**src/rtl/imem_port_pkg.sv**
```systemverilog
// Shared types and sizes for the instruction-fetch responder.
// IMEM_PORT_PREFETCH_EN selects a two-entry buffer with next-word prefetch.
package imem_port_pkg;
  localparam int IMEM_ADDR_W = 32;
  localparam int IMEM_DATA_W = 32;
  localparam int TAG_W       = IMEM_ADDR_W - 2;

`ifdef IMEM_PORT_PREFETCH_EN
  localparam int NUM_ENTRIES = 2;
`else
  localparam int NUM_ENTRIES = 1;
`endif

  typedef enum logic {IDLE, BUSY} state_e;

  typedef struct packed {
    logic                   valid;
    logic [TAG_W-1:0]       tag;
    logic [IMEM_DATA_W-1:0] data;
    logic                   err;
  } entry_t;

  // Word tags wrap modulo 2^TAG_W.
  function automatic logic [TAG_W-1:0] next_tag(input logic [TAG_W-1:0] t);
    return t + 1'b1;
  endfunction
endpackage

```
**src/rtl/imem_port_if.sv**
```systemverilog
// Fetch-side and memory-bus signals of imem_port; slave = the responder itself.
interface imem_port_if #(
  parameter int ADDR_W = imem_port_pkg::IMEM_ADDR_W,
  parameter int DATA_W = imem_port_pkg::IMEM_DATA_W
);
  logic [ADDR_W-1:0] fetch_addr;
  logic [DATA_W-1:0] fetch_data;
  logic              fetch_valid;
  logic              fetch_error;
  logic              invalidate;
  logic              mem_req;
  logic [ADDR_W-1:0] mem_addr;
  logic              mem_ready;
  logic [DATA_W-1:0] mem_rdata;
  logic              mem_err;

  modport slave (
    input  fetch_addr, invalidate, mem_ready, mem_rdata, mem_err,
    output fetch_data, fetch_valid, fetch_error, mem_req, mem_addr
  );

  modport master (
    output fetch_addr, invalidate, mem_ready, mem_rdata, mem_err,
    input  fetch_data, fetch_valid, fetch_error, mem_req, mem_addr
  );
endinterface

```
**src/rtl/imem_word_buffer.sv**
```systemverilog
// Word buffer: entry storage, combinational hit compare, and (with
// IMEM_PORT_PREFETCH_EN) a 1-bit LRU plus next-word presence check.
module imem_word_buffer import imem_port_pkg::*; (
  input  logic                   clk,
  input  logic                   reset,
  input  logic [TAG_W-1:0]       i_tag,
  input  logic                   i_invalidate,
  input  logic                   i_wr_en,
  input  logic [TAG_W-1:0]       i_wr_tag,
  input  logic [IMEM_DATA_W-1:0] i_wr_data,
  input  logic                   i_wr_err,
`ifdef IMEM_PORT_PREFETCH_EN
  input  logic                   i_wr_idx,
  output logic                   o_hit_idx,
  output logic                   o_lru_idx,
  output logic                   o_next_hit,
`endif
  output logic                   o_hit,
  output logic [IMEM_DATA_W-1:0] o_data,
  output logic                   o_err
);
  entry_t                 r_ent [NUM_ENTRIES];
  logic [NUM_ENTRIES-1:0] w_hit_vec;
  logic [NUM_ENTRIES-1:0] w_wr_sel;

  // Tags are unique across entries, so OR-ing the hitting entry is a clean mux.
  always_comb begin
    w_hit_vec = '0;
    o_data    = '0;
    o_err     = 1'b0;
    for (int i = 0; i < NUM_ENTRIES; i++) begin
      w_hit_vec[i] = r_ent[i].valid && (r_ent[i].tag == i_tag);
      if (w_hit_vec[i]) begin
        o_data = o_data | r_ent[i].data;
        o_err  = o_err  | r_ent[i].err;
      end
    end
  end

  assign o_hit = |w_hit_vec;

`ifdef IMEM_PORT_PREFETCH_EN
  logic             r_lru;
  logic [TAG_W-1:0] w_next_tag;

  assign w_next_tag = next_tag(i_tag);
  assign w_wr_sel   = i_wr_idx ? 2'b10 : 2'b01;
  assign o_hit_idx  = w_hit_vec[1];
  assign o_lru_idx  = r_lru;

  always_comb begin
    o_next_hit = 1'b0;
    for (int i = 0; i < NUM_ENTRIES; i++)
      if (r_ent[i].valid && (r_ent[i].tag == w_next_tag)) o_next_hit = 1'b1;
  end

  // A fill makes its entry most-recent; otherwise a demand hit does.
  always_ff @(posedge clk or posedge reset) begin
    if (reset)                        r_lru <= 1'b0;
    else if (i_wr_en && !i_invalidate) r_lru <= ~i_wr_idx;
    else if (o_hit)                   r_lru <= ~o_hit_idx;
  end
`else
  assign w_wr_sel = 1'b1;
`endif

  always_ff @(posedge clk or posedge reset) begin
    if (reset) begin
      for (int i = 0; i < NUM_ENTRIES; i++) r_ent[i] <= '0;
    end else begin
      for (int i = 0; i < NUM_ENTRIES; i++) begin
        if (i_invalidate)
          r_ent[i].valid <= 1'b0;
        else if (i_wr_en && w_wr_sel[i])
          r_ent[i] <= '{valid: 1'b1, tag: i_wr_tag, data: i_wr_data, err: i_wr_err};
      end
    end
  end
endmodule

```
**src/rtl/imem_port.sv**
```systemverilog
// Instruction-fetch responder: serves fetch from imem_word_buffer and refills it
// with one outstanding bus read. IMEM_PORT_PREFETCH_EN adds next-word prefetch.
module imem_port import imem_port_pkg::*; #(
  parameter int ADDR_W = IMEM_ADDR_W,
  parameter int DATA_W = IMEM_DATA_W
) (
  input logic         clk,
  input logic         reset,
  imem_port_if.slave  bus
);
  state_e              r_state, w_state_nxt;
  logic                r_mem_req, w_mem_req_nxt;
  logic [ADDR_W-1:0]   r_mem_addr, w_mem_addr_nxt;
  logic [TAG_W-1:0]    r_req_tag, w_req_tag_nxt;
  logic                r_discard, w_discard_nxt;
  logic                w_wr_en;
  logic                w_issue;
  logic [TAG_W-1:0]    w_issue_tag;
  logic [TAG_W-1:0]    w_fetch_tag;
  logic                w_hit;
  logic                w_hit_err;
  logic [DATA_W-1:0]   w_hit_data;
  logic                w_unused;

  assign w_fetch_tag = bus.fetch_addr[ADDR_W-1:2];
  // Byte offset within the word plays no part in a word fetch.
  assign w_unused    = ^bus.fetch_addr[1:0];

`ifdef IMEM_PORT_PREFETCH_EN
  logic w_hit_idx, w_lru_idx, w_next_hit, w_wr_idx;
  // Never overwrite the entry fetch is currently reading from.
  assign w_wr_idx = w_hit ? ~w_hit_idx : w_lru_idx;
`endif

  imem_word_buffer u_buf (
    .clk         (clk),
    .reset       (reset),
    .i_tag       (w_fetch_tag),
    .i_invalidate(bus.invalidate),
    .i_wr_en     (w_wr_en),
    .i_wr_tag    (r_req_tag),
    .i_wr_data   (bus.mem_rdata),
    .i_wr_err    (bus.mem_err),
`ifdef IMEM_PORT_PREFETCH_EN
    .i_wr_idx    (w_wr_idx),
    .o_hit_idx   (w_hit_idx),
    .o_lru_idx   (w_lru_idx),
    .o_next_hit  (w_next_hit),
`endif
    .o_hit       (w_hit),
    .o_data      (w_hit_data),
    .o_err       (w_hit_err)
  );

  assign bus.fetch_valid = w_hit;
  assign bus.fetch_data  = w_hit_data;
  assign bus.fetch_error = w_hit_err;
  assign bus.mem_req     = r_mem_req;
  assign bus.mem_addr    = r_mem_addr;

  always_comb begin
    w_state_nxt    = r_state;
    w_mem_req_nxt  = r_mem_req;
    w_mem_addr_nxt = r_mem_addr;
    w_req_tag_nxt  = r_req_tag;
    w_discard_nxt  = r_discard;
    w_wr_en        = 1'b0;
    w_issue        = 1'b0;
    w_issue_tag    = '0;
    case (r_state)
      IDLE: begin
        // mem_ready here belongs to a request killed by reset; ignore it.
        if (!bus.invalidate) begin
          if (!w_hit) begin
            w_issue     = 1'b1;
            w_issue_tag = w_fetch_tag;
          end
`ifdef IMEM_PORT_PREFETCH_EN
          else if (!w_next_hit) begin
            w_issue     = 1'b1;
            w_issue_tag = next_tag(w_fetch_tag);
          end
`endif
        end
      end
      BUSY: begin
        if (bus.invalidate) w_discard_nxt = 1'b1;
        if (bus.mem_ready) begin
          w_wr_en       = !r_discard && !bus.invalidate;
          w_state_nxt   = IDLE;
          w_mem_req_nxt = 1'b0;
          w_discard_nxt = 1'b0;
        end
      end
      default: w_state_nxt = IDLE;
    endcase
    if (w_issue) begin
      w_state_nxt    = BUSY;
      w_mem_req_nxt  = 1'b1;
      w_mem_addr_nxt = {w_issue_tag, 2'b00};
      w_req_tag_nxt  = w_issue_tag;
    end
  end

  always_ff @(posedge clk or posedge reset) begin
    if (reset) begin
      r_state    <= IDLE;
      r_mem_req  <= 1'b0;
      r_mem_addr <= '0;
      r_req_tag  <= '0;
      r_discard  <= 1'b0;
    end else begin
      r_state    <= w_state_nxt;
      r_mem_req  <= w_mem_req_nxt;
      r_mem_addr <= w_mem_addr_nxt;
      r_req_tag  <= w_req_tag_nxt;
      r_discard  <= w_discard_nxt;
    end
  end
endmodule

```
**src/flat_wrapper.sv**
```systemverilog
// flat-port wrapper written by rule: the top's interface ports become plain ports
module imem_port_flat import imem_port_pkg::*;
#(
  parameter int ADDR_W = IMEM_ADDR_W,
  parameter int DATA_W = IMEM_DATA_W
)
  (clk, reset, bus_fetch_addr, bus_invalidate, bus_mem_ready, bus_mem_rdata, bus_mem_err, bus_fetch_data, bus_fetch_valid, bus_fetch_error, bus_mem_req, bus_mem_addr);
  imem_port_if #(.ADDR_W(ADDR_W), .DATA_W(DATA_W)) bus_i ();
  input logic clk;
  input logic reset;
  input wire logic [$bits(bus_i.fetch_addr)-1:0] bus_fetch_addr;
  input wire logic [$bits(bus_i.invalidate)-1:0] bus_invalidate;
  input wire logic [$bits(bus_i.mem_ready)-1:0] bus_mem_ready;
  input wire logic [$bits(bus_i.mem_rdata)-1:0] bus_mem_rdata;
  input wire logic [$bits(bus_i.mem_err)-1:0] bus_mem_err;
  output wire logic [$bits(bus_i.fetch_data)-1:0] bus_fetch_data;
  output wire logic [$bits(bus_i.fetch_valid)-1:0] bus_fetch_valid;
  output wire logic [$bits(bus_i.fetch_error)-1:0] bus_fetch_error;
  output wire logic [$bits(bus_i.mem_req)-1:0] bus_mem_req;
  output wire logic [$bits(bus_i.mem_addr)-1:0] bus_mem_addr;
  assign bus_i.fetch_addr = bus_fetch_addr;
  assign bus_i.invalidate = bus_invalidate;
  assign bus_i.mem_ready = bus_mem_ready;
  assign bus_i.mem_rdata = bus_mem_rdata;
  assign bus_i.mem_err = bus_mem_err;
  assign bus_fetch_data = bus_i.fetch_data;
  assign bus_fetch_valid = bus_i.fetch_valid;
  assign bus_fetch_error = bus_i.fetch_error;
  assign bus_mem_req = bus_i.mem_req;
  assign bus_mem_addr = bus_i.mem_addr;
  imem_port #(.ADDR_W(ADDR_W), .DATA_W(DATA_W)) u_core (.clk(clk), .reset(reset), .bus(bus_i));
endmodule
```
**config.mk**
```make
export PLATFORM = sky130hd
export DESIGN_NAME = imem_port_flat
export DESIGN_NICKNAME = d
export VERILOG_FILES = /design/src/rtl/imem_port_pkg.sv /design/src/rtl/imem_port_if.sv /design/src/rtl/imem_word_buffer.sv /design/src/rtl/imem_port.sv /design/src/flat_wrapper.sv
export SDC_FILE = /design/constraint.sdc
export NUM_CORES = 1
export LEC_CHECK = 0
export CORE_MARGIN = 2
export CORE_UTILIZATION = 47
export CTS_CLUSTER_DIAMETER = 100
export DETAILED_ROUTE_END_ITERATION = 10
export GPL_ROUTABILITY_DRIVEN = 0
export MAX_ROUTING_LAYER = met4
export PLACE_DENSITY = 0.9
export SYNTH_ARGS = -nofsm -noshare
export SYNTH_HDL_FRONTEND = slang
export SYNTH_SLANG_ARGS = --single-unit
```
**constraint.sdc**
```tcl
create_clock -name clk -period 3.38 [get_ports clk]
set_input_delay 0.338 -clock clk [delete_from_list [all_inputs] [get_ports clk]]
set_output_delay 0.338 -clock clk [all_outputs]
set_load 0.02 [all_outputs]
```
# Word-level counts from Yosys, hierarchy flattened

Index checks and enable logic that the tools add are counted.

Output and inout port bits: 67
Word-level logic and storage cells: 41
Input port bits: 69
Register bits after elaboration: 97

Equal/unequal tests: 1
Muxes and demuxes: 20
Bitwise gates (word level): 1
Reductions and logical operators: 11

Operators with widths:

| operator             | number |
|---|---|
| 30-bit 2-to-1 mux    | 3 |
| 64-bit 2-to-1 mux    | 1 |
| 32-bit 2-to-1 mux    | 1 |
| 30-bit equality test | 1 |
| 1-bit 2-to-1 mux     | 15 |
| 2-bit nonzero test   | 4 |
| 2-bit AND reduction  | 3 |
| 1-bit logical AND    | 2 |
| 1-bit logical NOT    | 2 |
| 1-bit NOT            | 1 |

# Depth between registers and ports, before layout

Depth in word-level cells: 7
Depth in mapped cells: 6
Gate-level depth less buffers: 5

# By module

From an unflattened synthesis, not the netlist that was laid out.

Cells, all modules: 368
Area total of the unflattened synthesis: 4434.3 µm²

By module, submodules not included:

| module           | sequential area each (µm²) | area each (µm²) | instances | cells an instance |
|---|---|---|---|---|
| imem_word_buffer | 1601.5                     | 3149.3          | 1         | 289 |
| imem_port        | 825.8                      | 1285.0          | 1         | 79 |

# Least setup slack after synthesis

No wires, ideal clock.

Path type: flip-flop to output port
Start point: register u_core.u_buf.r_ent[41] in the netlist's numbering
End point: output bus_fetch_data[10]
Required time: 3.042 ns
Arrival time: 1.599 ns
Stages on the path, launching flop included: 6
Setup slack: 1.443 ns
Buffers on the path: 1
Cells stage by stage: dfrtp_1 > xnor2_1 > nand4_1 > nor4_4 > clkbuf_1 > and3_1

Cells in the longest elaborated chain, start to end: 3

Ends and longest elaborated chain:

| what                              | RTL line               | source |
|---|---|---|
| from (decl)                       | imem_word_buffer.sv:22 | `entry_t r_ent [NUM_ENTRIES];` |
| from (signal, indexed assignment) | imem_word_buffer.sv:75 | `r_ent[i] <= '{valid: 1'b1, tag: i_wr_tag, data: i_wr_data, err: i_wr_err};` |
| 30-bit equality test              | imem_word_buffer.sv:32 | `w_hit_vec[i] = r_ent[i].valid && (r_ent[i].tag == i_tag);` |
| 1-bit logical AND                 | imem_word_buffer.sv:32 |  |
| 32-bit 2-to-1 mux                 | imem_word_buffer.sv:33 | `if (w_hit_vec[i]) begin` |
| to (decl)                         | flat_wrapper.sv:16     | `output wire logic [$bits(bus_i.fetch_data)-1:0] bus_fetch_data;` |

No other way between the ends.

# Final worst setup path

Start point: input bus_fetch_addr[21]
End point: output bus_fetch_data[21]

Cells in the longest elaborated chain, start to end: 3

Ends and longest elaborated chain:

| what                 | RTL line               | source |
|---|---|---|
| from (decl)          | flat_wrapper.sv:11     | `input wire logic [$bits(bus_i.fetch_addr)-1:0] bus_fetch_addr;` |
| 30-bit equality test | imem_word_buffer.sv:32 |  |
| 1-bit logical AND    | imem_word_buffer.sv:32 |  |
| 32-bit 2-to-1 mux    | imem_word_buffer.sv:33 |  |

No other way between the ends.

==> out/qor.yml <==
status:
  status: "completed"
clock_tree:
  post_cts_hold_buffer_count: 0
  clkLatencyLatePin_ns: 0.35
  cts.clk_slew.worst_paths_ns: 0.10
  cts_setup_buffers: 0
  clock_sinks: 97
  ctsHtreeMaxLevel: 3
  clock-root-buffer: "sky130_fd_sc_hd__clkbuf_8"
  cts-buffers-inserted: 9
  cts_max_path_buffers: 2
  clock_tree_from_tritoncts: "done"
  cts_repair_resize_count: 0
floorplan:
  initial_core_util: 0.477
  io-pin-count: 136
  core_area_um2: 9060
  chipWidth_um: 99.9
  chip_height_um: 99.9
  dieArea_um2: 9980
  placement_rows: 35
synthesis:
  post_synth_arst_share: 1.00
  synth_area_leader_cell: "sky130_fd_sc_hd__dfrtp_1"
  synth.ff_latch_count: 97
  yosysUniqueCellTypes: 21
  cell_area_after_technology_mapping_um2: 4320
  synth_top_flop_cell: "sky130_fd_sc_hd__dfrtp_1"
  synth.top_cell.area_share: 0.561
  synthesis.area_per_instance_um2: 14.7
  postSynthCellCount: 294
  synth_top_cells_by_count: "sky130_fd_sc_hd__dfrtp_1, sky130_fd_sc_hd__mux2_2, sky130_fd_sc_hd__and3_1"
  yosys_warnings: 0
  synth_edf_count: 0
  synthMostInstantiatedCell: "sky130_fd_sc_hd__dfrtp_1"
  synth_top_cells_by_area: "sky130_fd_sc_hd__dfrtp_1, sky130_fd_sc_hd__mux2_2, sky130_fd_sc_hd__mux2_4"
  ys_seq_area_frac: 0.561
placed_design:
  dp_worst_setup_slack_ns: 0.395
  dp_hpwl_um: 6390
  dp.cells: 526
  numPortBuffers: 131
setup_path:
  critical_path.most_common_cell: "sky130_fd_sc_hd__clkdlybuf4s50_1"
  timing.setup.critical_path_class: "in -> out"
  critical_path_capture_point_type: "output port"
  worstPathBufferInverterCount: 3
  ff2ff_path_depth: 7
  cpMaxStageDelayCell: "sky130_fd_sc_hd__clkdlybuf4s50_1"
  cell_family_with_most_cp_delay: "buffers and inverters"
  regToRegEndpoint: "u_core.r_req_tag[5]$_DFFE_PP0P_"
  required_ns: 3.04
  path_cells: "clkdlybuf4s50_1, xnor2_1, nand4_1, nor4_4, buf_4, and3_1, clkdlybuf4s50_1"
  worst-path-max-fanout: 35
  critPathLaunchType: "input pin"
  timing.rr.start: "u_core.u_buf.r_ent[43]$_DFFE_PP0P_"
  reg2reg_slack_ns: 1.06
  critPathLaunch: "bus_fetch_addr[21]"
  cp_data_arrival_time_ns: 2.68
  slowest_delay_ns: 0.61
route:
  wl_per_cell_um: 17.0
  drtAntennaViolNets: 0
  route.detailed.drc: 0
  routed_wirelength_um: 9220
  avgViaCountPerCell: 5.17
  detailedRoute.firstIterationViolations: 36
  first_pass_iters: 4
  route.vias.total: 2801
worst_hold_path:
  holdCritPathClass: "in -> async"
power_and_ir_drop:
  p_sw_mw: 1.09
  power.combinational.fraction: 0.309
  power.density_cell_area_nw_per_um2: 636
  p_leak_nw: 2.58
  internal-power_mw: 2.69
  p_sw_frac: 0.289
  relative_contribution_of_sequential_cells_to_total_power: 0.498
  vdd.ir_drop.worst_mv: 0.321
  clkPwrFrac: 0.193
layout:
  flow.area_growth_from_synthesis_pct: 37.6
  num_antenna_cells: 0
  layout.cells.non_filler: 542
  num-nets-final: 495
  drive_gt1_frac: 0.271
timing:
  slew_viol_final: 0
  clock_skew_ns: 0.0155
  post-route-min-period_ns: 3.02
  slew-limit-headroom: 0.595
  hold_viol: 0
  final-setup-viol-count: 0
  setup_repair_after_global_routing_missed_its_margin: "no"
  post-route-worst-setup-slack_ns: 0.362
  post-route-period-util: 0.893
  tightestPinTransition_ns: 0.608
  timing.fmax_mhz: 331
  tns_ns: 0
global_routing:
  vias_in_the_first_global_route: 3038
  grt-ovfl-total: 0
  grt_start_max_net_pins: 51
  grt_first_pass_wirelength_um: 14900
  grt_antenna_before_repair: 0
  gr_util_all_layers: 0.197
job:
  timing.max_cap.violations: 0
==> power by group through the flow <==
stage	Clock, mW	Combinational [mW]	Sequential [mW]
final	0.730	1.17	1.89
after CTS	0.754	1.19	1.89
after global routing	0.806	1.26	1.95
after global placement	0	1.14	1.87
after floorplan	0	0.715	1.94
after detailed placement	0	1.18	1.91
==> cell type report <==
class	instances	area (µm²)
Fill cell	661	3110
Sequential cell	97	2430
Multi-Input combinational cell	178	1800
Timing Repair Buffer	137	1380
Tap cell	111	139
Clock buffer	12	135
Clock inverter	4	53.8
Inverter	3	13.8
==> metal layers <==
layer	routed length, µm	vias to the layer above	track usage
li1	-	1288	-
met4	70	0	0.0411
met2	4500	89	0.313
met1	4050	1418	0.251
met3	603	6	0.0606
met5	0	-	-
==> registers in the layout, summed over array words and instances (netlist names) <==
name                flops
u_core.r_req_tag       30
u_core.r_discard        1
u_core.r_state          1
u_core.u_buf.r_ent     64
u_core.bus.mem_req      1
==> layout by cell type, fill, tap and decap left out, drive strengths merged <==
master         count
clkdlybuf4s50    131
nand3              1
o22ai              1
nor3               1
mux2              93
nand4              7
buf                6
dfrtp             97
nand2              2
a21o               2
and2               1
bufinv             1
clkinvlp           2
nor4               2
clkbuf            12
clkinv             1
xnor2             30
inv                3
a21oi              3
conb               2
and3              33
==> worst register-to-register path: stages (launching register included) <==
cell                      delay [ns]
sky130_fd_sc_hd__dfrtp_1        0.40
sky130_fd_sc_hd__xnor2_1        0.16
sky130_fd_sc_hd__nand4_1        0.19
sky130_fd_sc_hd__nor4_4         0.30
sky130_fd_sc_hd__buf_4          0.34
sky130_fd_sc_hd__a21oi_4        0.09
sky130_fd_sc_hd__buf_4          0.32
sky130_fd_sc_hd__mux2_4         0.39
==> through the flow <==
step	instance area, µm²	utilization	hold WS [ns]	total power [mW]
finish	5950	0.657	0.418	3.79
global route	5950	0.657	0.448	4.01
CTS	5950	0.657	0.427	3.83
detailed placement	5760	0.636	0.466	3.09
global placement	5760	0.636	0.459	3.01
floorplan	4330	-	0.428	2.65
==> logic make-up (layout without fill, tap and decap cells) <==
| group | after synthesis | in the layout | share of synthesized area |
|---|---|---|---|
| buffers and inverters | 20 | 156 | 0.0260 |
| other | 1 | 2 | 0.000867 |
| XOR/XNOR | 30 | 30 | 0.0608 |
| AND/OR/NAND/NOR | 47 | 47 | 0.0744 |
| AO/OA/AOI/OAI | 6 | 6 | 0.00926 |
| multiplexers | 93 | 93 | 0.267 |
| flip-flops | 97 | 97 | 0.561 |
==> how the worst max path moves through the flow <==
| stage | end | slack (ns) | cells after the start |
|---|---|---|---|
| finish | bus_fetch_data[21] | 0.36 | 7 |
| global route | bus_fetch_data[21] | 0.25 | 7 |
| CTS | bus_fetch_data[21] | 0.36 | 7 |
| detailed placement | bus_fetch_data[21] | 0.39 | 7 |
| global placement | bus_fetch_data[21] | 0.35 | 7 |
| floorplan | u_core.bus.mem_req$_DFFE_PP0P_ | 0.51 | 1 |
Note: power is estimated with default switching activity, not from simulation.
